--- config.mk ---
export PLATFORM = sky130hd
export DESIGN_NAME = execute_stage_pipe
export DESIGN_NICKNAME = d
export VERILOG_FILES = /design/src/rtl/execute_stage_pipe.sv
export SDC_FILE = /design/constraint.sdc
export NUM_CORES = 2
export LEC_CHECK = 0
export ABC_AREA = 1
export CORE_MARGIN = 2
export CORE_UTILIZATION = 59
export CTS_CLUSTER_SIZE = 8
export DETAILED_ROUTE_END_ITERATION = 10
export PLACE_DENSITY = 0.79
export REMOVE_ABC_BUFFERS = 1
export SLEW_MARGIN = 20
export SYNTH_ARGS = -nofsm -noshare
export SYNTH_HDL_FRONTEND = slang
export SYNTH_SLANG_ARGS = --single-unit
--- constraint.sdc ---
create_clock -name clk -period 11.6 [get_ports clk]
set_input_delay 2.32 -clock clk [delete_from_list [all_inputs] [get_ports clk]]
set_output_delay 2.32 -clock clk [all_outputs]
set_load 0.01 [all_outputs]
--- src/rtl/execute_stage_pipe.sv ---
// EX stage of the pipelined MIPS core: operand forwarding, ALU, branch target,
// multi-cycle signed multiply into HI/LO, and the registered EX/MEM boundary.
module execute_stage_pipe #(
  parameter int unsigned WIDTH      = 32,
  parameter int unsigned REGW       = 5,
  parameter int unsigned MUL_CYCLES = 4
) (
  input  logic             clk,
  input  logic             reset,
  input  logic             stall,
  input  logic             flush,
  input  logic             id_valid,
  input  logic             alusrc,
  input  logic             regdst,
  input  logic [2:0]       alucontrol,
  input  logic             mul_start,
  input  logic [1:0]       fwd_a,
  input  logic [1:0]       fwd_b,
  input  logic [WIDTH-1:0] reg1,
  input  logic [WIDTH-1:0] reg2,
  input  logic [REGW-1:0]  rt,
  input  logic [REGW-1:0]  rd,
  input  logic [WIDTH-1:0] signimm,
  input  logic [WIDTH-1:0] pcplus4,
  input  logic [WIDTH-1:0] mem_fwd,
  input  logic [WIDTH-1:0] wb_fwd,
  output logic             busy,
  output logic             ex_valid,
  output logic [WIDTH-1:0] ex_aluresult,
  output logic [WIDTH-1:0] ex_writedata,
  output logic [REGW-1:0]  ex_writereg,
  output logic             ex_zero,
  output logic             ex_overflow,
  output logic [WIDTH-1:0] ex_pcbranch
);

  localparam logic [0:0] S_IDLE = 1'b0;
  localparam logic [0:0] S_BUSY = 1'b1;
  localparam int unsigned CW = $clog2(MUL_CYCLES);
  localparam logic [CW-1:0] CNT_INIT = CW'(MUL_CYCLES - 1);

  logic [0:0]         state;
  logic [CW-1:0]      count;
  logic [WIDTH-1:0]   mul_a, mul_b, hi, lo;
  logic [WIDTH-1:0]   srca, fwdb, srcb, sum, diff, result, pcbranch;
  logic [2*WIDTH-1:0] prod;
  logic               overflow;

  assign busy = (state == S_BUSY);

  always_comb begin
    case (fwd_a)
      2'b01:   srca = wb_fwd;
      2'b10:   srca = mem_fwd;
      default: srca = reg1;
    endcase
    case (fwd_b)
      2'b01:   fwdb = wb_fwd;
      2'b10:   fwdb = mem_fwd;
      default: fwdb = reg2;
    endcase
  end

  assign srcb     = alusrc ? signimm : fwdb;
  assign sum      = srca + srcb;
  assign diff     = srca - srcb;
  assign pcbranch = pcplus4 + {signimm[WIDTH-3:0], 2'b00};
  // Operands are sign-extended to full product width so the low 2*WIDTH bits are the signed product.
  assign prod     = {{WIDTH{mul_a[WIDTH-1]}}, mul_a} * {{WIDTH{mul_b[WIDTH-1]}}, mul_b};

  always_comb begin
    result   = '0;
    overflow = 1'b0;
    case (alucontrol)
      3'b010: begin
        result   = sum;
        overflow = (srca[WIDTH-1] == srcb[WIDTH-1]) && (sum[WIDTH-1] != srca[WIDTH-1]);
      end
      3'b110: begin
        result   = diff;
        overflow = (srca[WIDTH-1] != srcb[WIDTH-1]) && (diff[WIDTH-1] != srca[WIDTH-1]);
      end
      3'b000:  result = srca & srcb;
      3'b001:  result = srca | srcb;
      3'b111:  result = {{(WIDTH-1){1'b0}}, ($signed(srca) < $signed(srcb))};
      3'b011:  result = hi;
      3'b100:  result = lo;
      default: result = srcb;
    endcase
  end

  // Multiply FSM keeps counting through stall and flush; only reset aborts it.
  always_ff @(posedge clk or posedge reset) begin
    if (reset) begin
      state <= S_IDLE;
      count <= '0;
      mul_a <= '0;
      mul_b <= '0;
      hi    <= '0;
      lo    <= '0;
    end else begin
      case (state)
        S_IDLE: begin
          if (id_valid && mul_start && !flush && !stall) begin
            state <= S_BUSY;
            count <= CNT_INIT;
            mul_a <= srca;
            mul_b <= fwdb;
          end
        end
        default: begin
          if (count == '0) begin
            {hi, lo} <= prod;
            state    <= S_IDLE;
          end else begin
            count <= count - 1'b1;
          end
        end
      endcase
    end
  end

  always_ff @(posedge clk or posedge reset) begin
    if (reset) begin
      ex_valid     <= 1'b0;
      ex_aluresult <= '0;
      ex_writedata <= '0;
      ex_writereg  <= '0;
      ex_zero      <= 1'b0;
      ex_overflow  <= 1'b0;
      ex_pcbranch  <= '0;
    end else if (!stall) begin
      ex_valid     <= id_valid && !mul_start && !busy && !flush;
      ex_aluresult <= result;
      ex_writedata <= fwdb;
      ex_writereg  <= regdst ? rd : rt;
      ex_zero      <= (result == '0);
      ex_overflow  <= overflow;
      ex_pcbranch  <= pcbranch;
    end
  end

endmodule

==> flow_summary_export.csv <==
group,metric,value,unit
grt,grt_usage,39.33,%
yosys,ys_async_sr_fraction,100.0,%
floorplanning,core_area,0.09515,mm^2
yosys,synth.avg_cell_area,7.417,um^2
timing,slew-limit-headroom,16.04,%
timing,worst_pin_slew,1.246,ns
timing,setup_viol,0,
setup_path,crit_type,"flop to flop",
clock_tree,cts_root_buffer,"clkbuf_16",
timing,clock_skew,0.01789,ns
clock_tree,clk_latency,0.56,ns
floorplanning,initial_utilization,59.61,%
layout,area_delta_synth_final,8.798,%
clock_tree,cts_buffers,36,
grt,grt.overflow.total,0,
clock_tree,cts_resized,0,
setup_path,critPathRequiredTime,12.01,ns
floorplanning,row_count,113,
worst_hold_path,hp-start,"ex_writedata[0]$_DFFE_PP0N_",
setup_path,critical_path.startpoint,"mul_b[5]$_DFFE_PP0P_",
grt,antenna_found_initial,0,
grt,use_met1,49.62,%
setup_path,crit_arrival,9.36,ns
clock_tree,cts_tree,"built",
worst_hold_path,min_path_type,"flop to flop",
clock_tree,cts_hold_buf,0,
timing,rsz0062_at_grt,"false",
yosys,synth_top_area_share,38.30,%
grt,use_met2,64.61,%
floorplanning,dieArea,0.09863,mm^2
timing,timing.fmax,0.1118,GHz
yosys,yosysWarningCount,0,
timing,fin_crit_sh,77.09,%
setup_path,cp_max_fo,20,
drt,ant_nets,0,
timing,tns,0,ns
timing,period_needed,8.942,ns
yosys,synth_top_area_cell,"fa_1",
drt,drt_iter0_drc,4717,
status,status,"complete, no violations",
timing,finalHoldViolCount,0,
yosys,yosys_register_bits,235,
timing,final_max_slew_viol_count,0,
floorplanning,dieWidth,314.1,um
drt,wl_per_cell,21.05,um
yosys,synthCells,7647,
grt,top_usage_layer,"met2",
layout,layout.nets,9339,
place,dp_hpwl,156400,um
yosys,yosysSeqAreaShare,10.37,%
grt,grt_pass1_vias,52090,
worst_hold_path,min_path_cells,2,
floorplanning,fp.dieH,314.1,um
drt,viasPerCell,5.565,
layout,final_common_cell,"nand2_1",
place,gp_congestion,1.052,
yosys,yosys-top-cells-area,"fa_1 (38%), nand2_1 (15%), inv_1 (13%)",
yosys,synth_cell_type_count,62,
yosys,netlist_area,0.05672,mm^2
setup_path,crit_path_end_kind,"flop",
setup_path,critPathLaunchType,"flop",
place,port_buffers,321,
clock_tree,cts.clk_slew.worst_paths,0.05,ns
drt,drtPass1Iterations,6,
layout,final_cell_mix,"nand2_1 (2203), inv_1 (1979), fa_1 (1085)",
setup_path,rr_startpoint,"mul_b[5]$_DFFE_PP0P_",
clock_tree,cts_max_level,2,
yosys,synthFlopType,"dfrtp_1",
drt,vias,50110,
floorplanning,io_pins,322,
drt,post-route-drc-count,0,
clock_tree,cts_setup_buffers,0,
drt,drt_wl_total,189500,um
clock_tree,cts_buffer_depth,3,
setup_path,r2r_cells,25,
grt,grt_util_met3,7.839,%
layout,drive_gt1_share,3.206,%
flow_run,drv_cap,0,
grt,grt_pass1_wl,294800,um
clock_tree,cts_num_sinks,235,
grt,grt_max_degree,141,
yosys,synth_edf_count,0,
[layout make-up]
class	count	area [um^2]
multi-input combinational	5040	41770
tap	1265	1583
sequential	235	5891
antenna	3	7.507
inverter	1992	7486
timing repair buffer	418	3951
clock buffer	47	962.2
fill	8306	33450
clock inverter	4	56.30
[metal layers]
| metal | vias to the layer above | share of wire, % |
|---|---|---|
| met3 | 596 | 9.6 |
| met2 | 2614 | 47 |
| met5 | - | 0 |
| met4 | 0 | 6.2 |
| met1 | 24520 | 37 |
| li1 | 22390 | - |
[kinds of logic after synthesis]
logic type,Yosys count,synth area share (%)
AO/OA/AOI/OAI,727,7.496
XOR/XNOR,47,0.7258
adder cells (fa/ha/maj),1399,45.22
buffers and inverters,2372,16.00
flip-flops,235,10.37
multiplexers,1,0.01765
AND/OR/NAND/NOR,2866,20.17
[flip-flops by register name, summed over array words and instances, names as in the netlist, 2 cells and up]
register	flops
ex_aluresult	32
ex_pcbranch	32
ex_writedata	32
hi	32
lo	32
mul_a	32
mul_b	32
ex_writereg	5
count	2
[synth_stat cells (all sizes together), types with 9 or more instances]
cell    instances
a21oi         252
o221ai         21
o21ai         289
xnor2          24
dfrtp         235
a221oi         25
clkbuf        327
a211oi         12
inv          1990
ha            314
and2           10
or2            42
nor2          314
xor2           23
o211ai          9
nand4          37
a31oi          21
o21bai         19
a221o          30
buf            53
a21o           11
o22ai          11
nor3           24
fa           1085
nand2        2215
nand3         210
[stage by stage]
step	worst slack [ns]	hold WS, ns	cell area (um^2)	utilization [%]	std cells
CTS	2.497	0.4777	61700	64.84	9001
global placement	2.773	0.4614	60680	63.77	8950
global route	2.148	0.4862	61700	64.84	9001
floorplan	2.834	0.4491	55120	-	7267
detailed placement	2.557	0.4643	60680	63.77	8950
finish	2.658	0.4804	61710	64.85	9004
[critical path, stage by stage, from the launching register on]
cell	delay (ns)
dfrtp_1	1.01
nand2_1	0.31
inv_1	0.17
fa_1	0.39
inv_1	0.24
fa_1	0.47
inv_1	0.22
fa_1	0.50
fa_1	0.87
inv_1	0.40
fa_1	0.58
inv_1	0.05
fa_1	0.54
inv_1	0.05
fa_1	0.47
inv_1	0.06
fa_1	0.47
ha_1	0.38
a21oi_1	0.20
o21ai_0	0.15
o21bai_1	0.21
a221oi_1	0.27
o211ai_1	0.24
or2_2	0.34
nand3_1	0.07
o21ai_0	0.09
[final timing paths]
path	slack [ns]	to
min reg2reg	0.48	ex_writedata[0]$_DFFE_PP0N_
min	0.48	ex_writedata[0]$_DFFE_PP0N_
max	2.66	hi[26]$_DFFE_PP0P_
max reg2reg	2.66	hi[26]$_DFFE_PP0P_
max in group asynchronous	7.99	mul_a[5]$_DFFE_PP0P_
min in group asynchronous	2.21	ex_writedata[29]$_DFFE_PP0N_
Power is left out: the tool's default activity adds up to more than one toggle a clock period on the data nets, which glitch-free logic cannot reach.
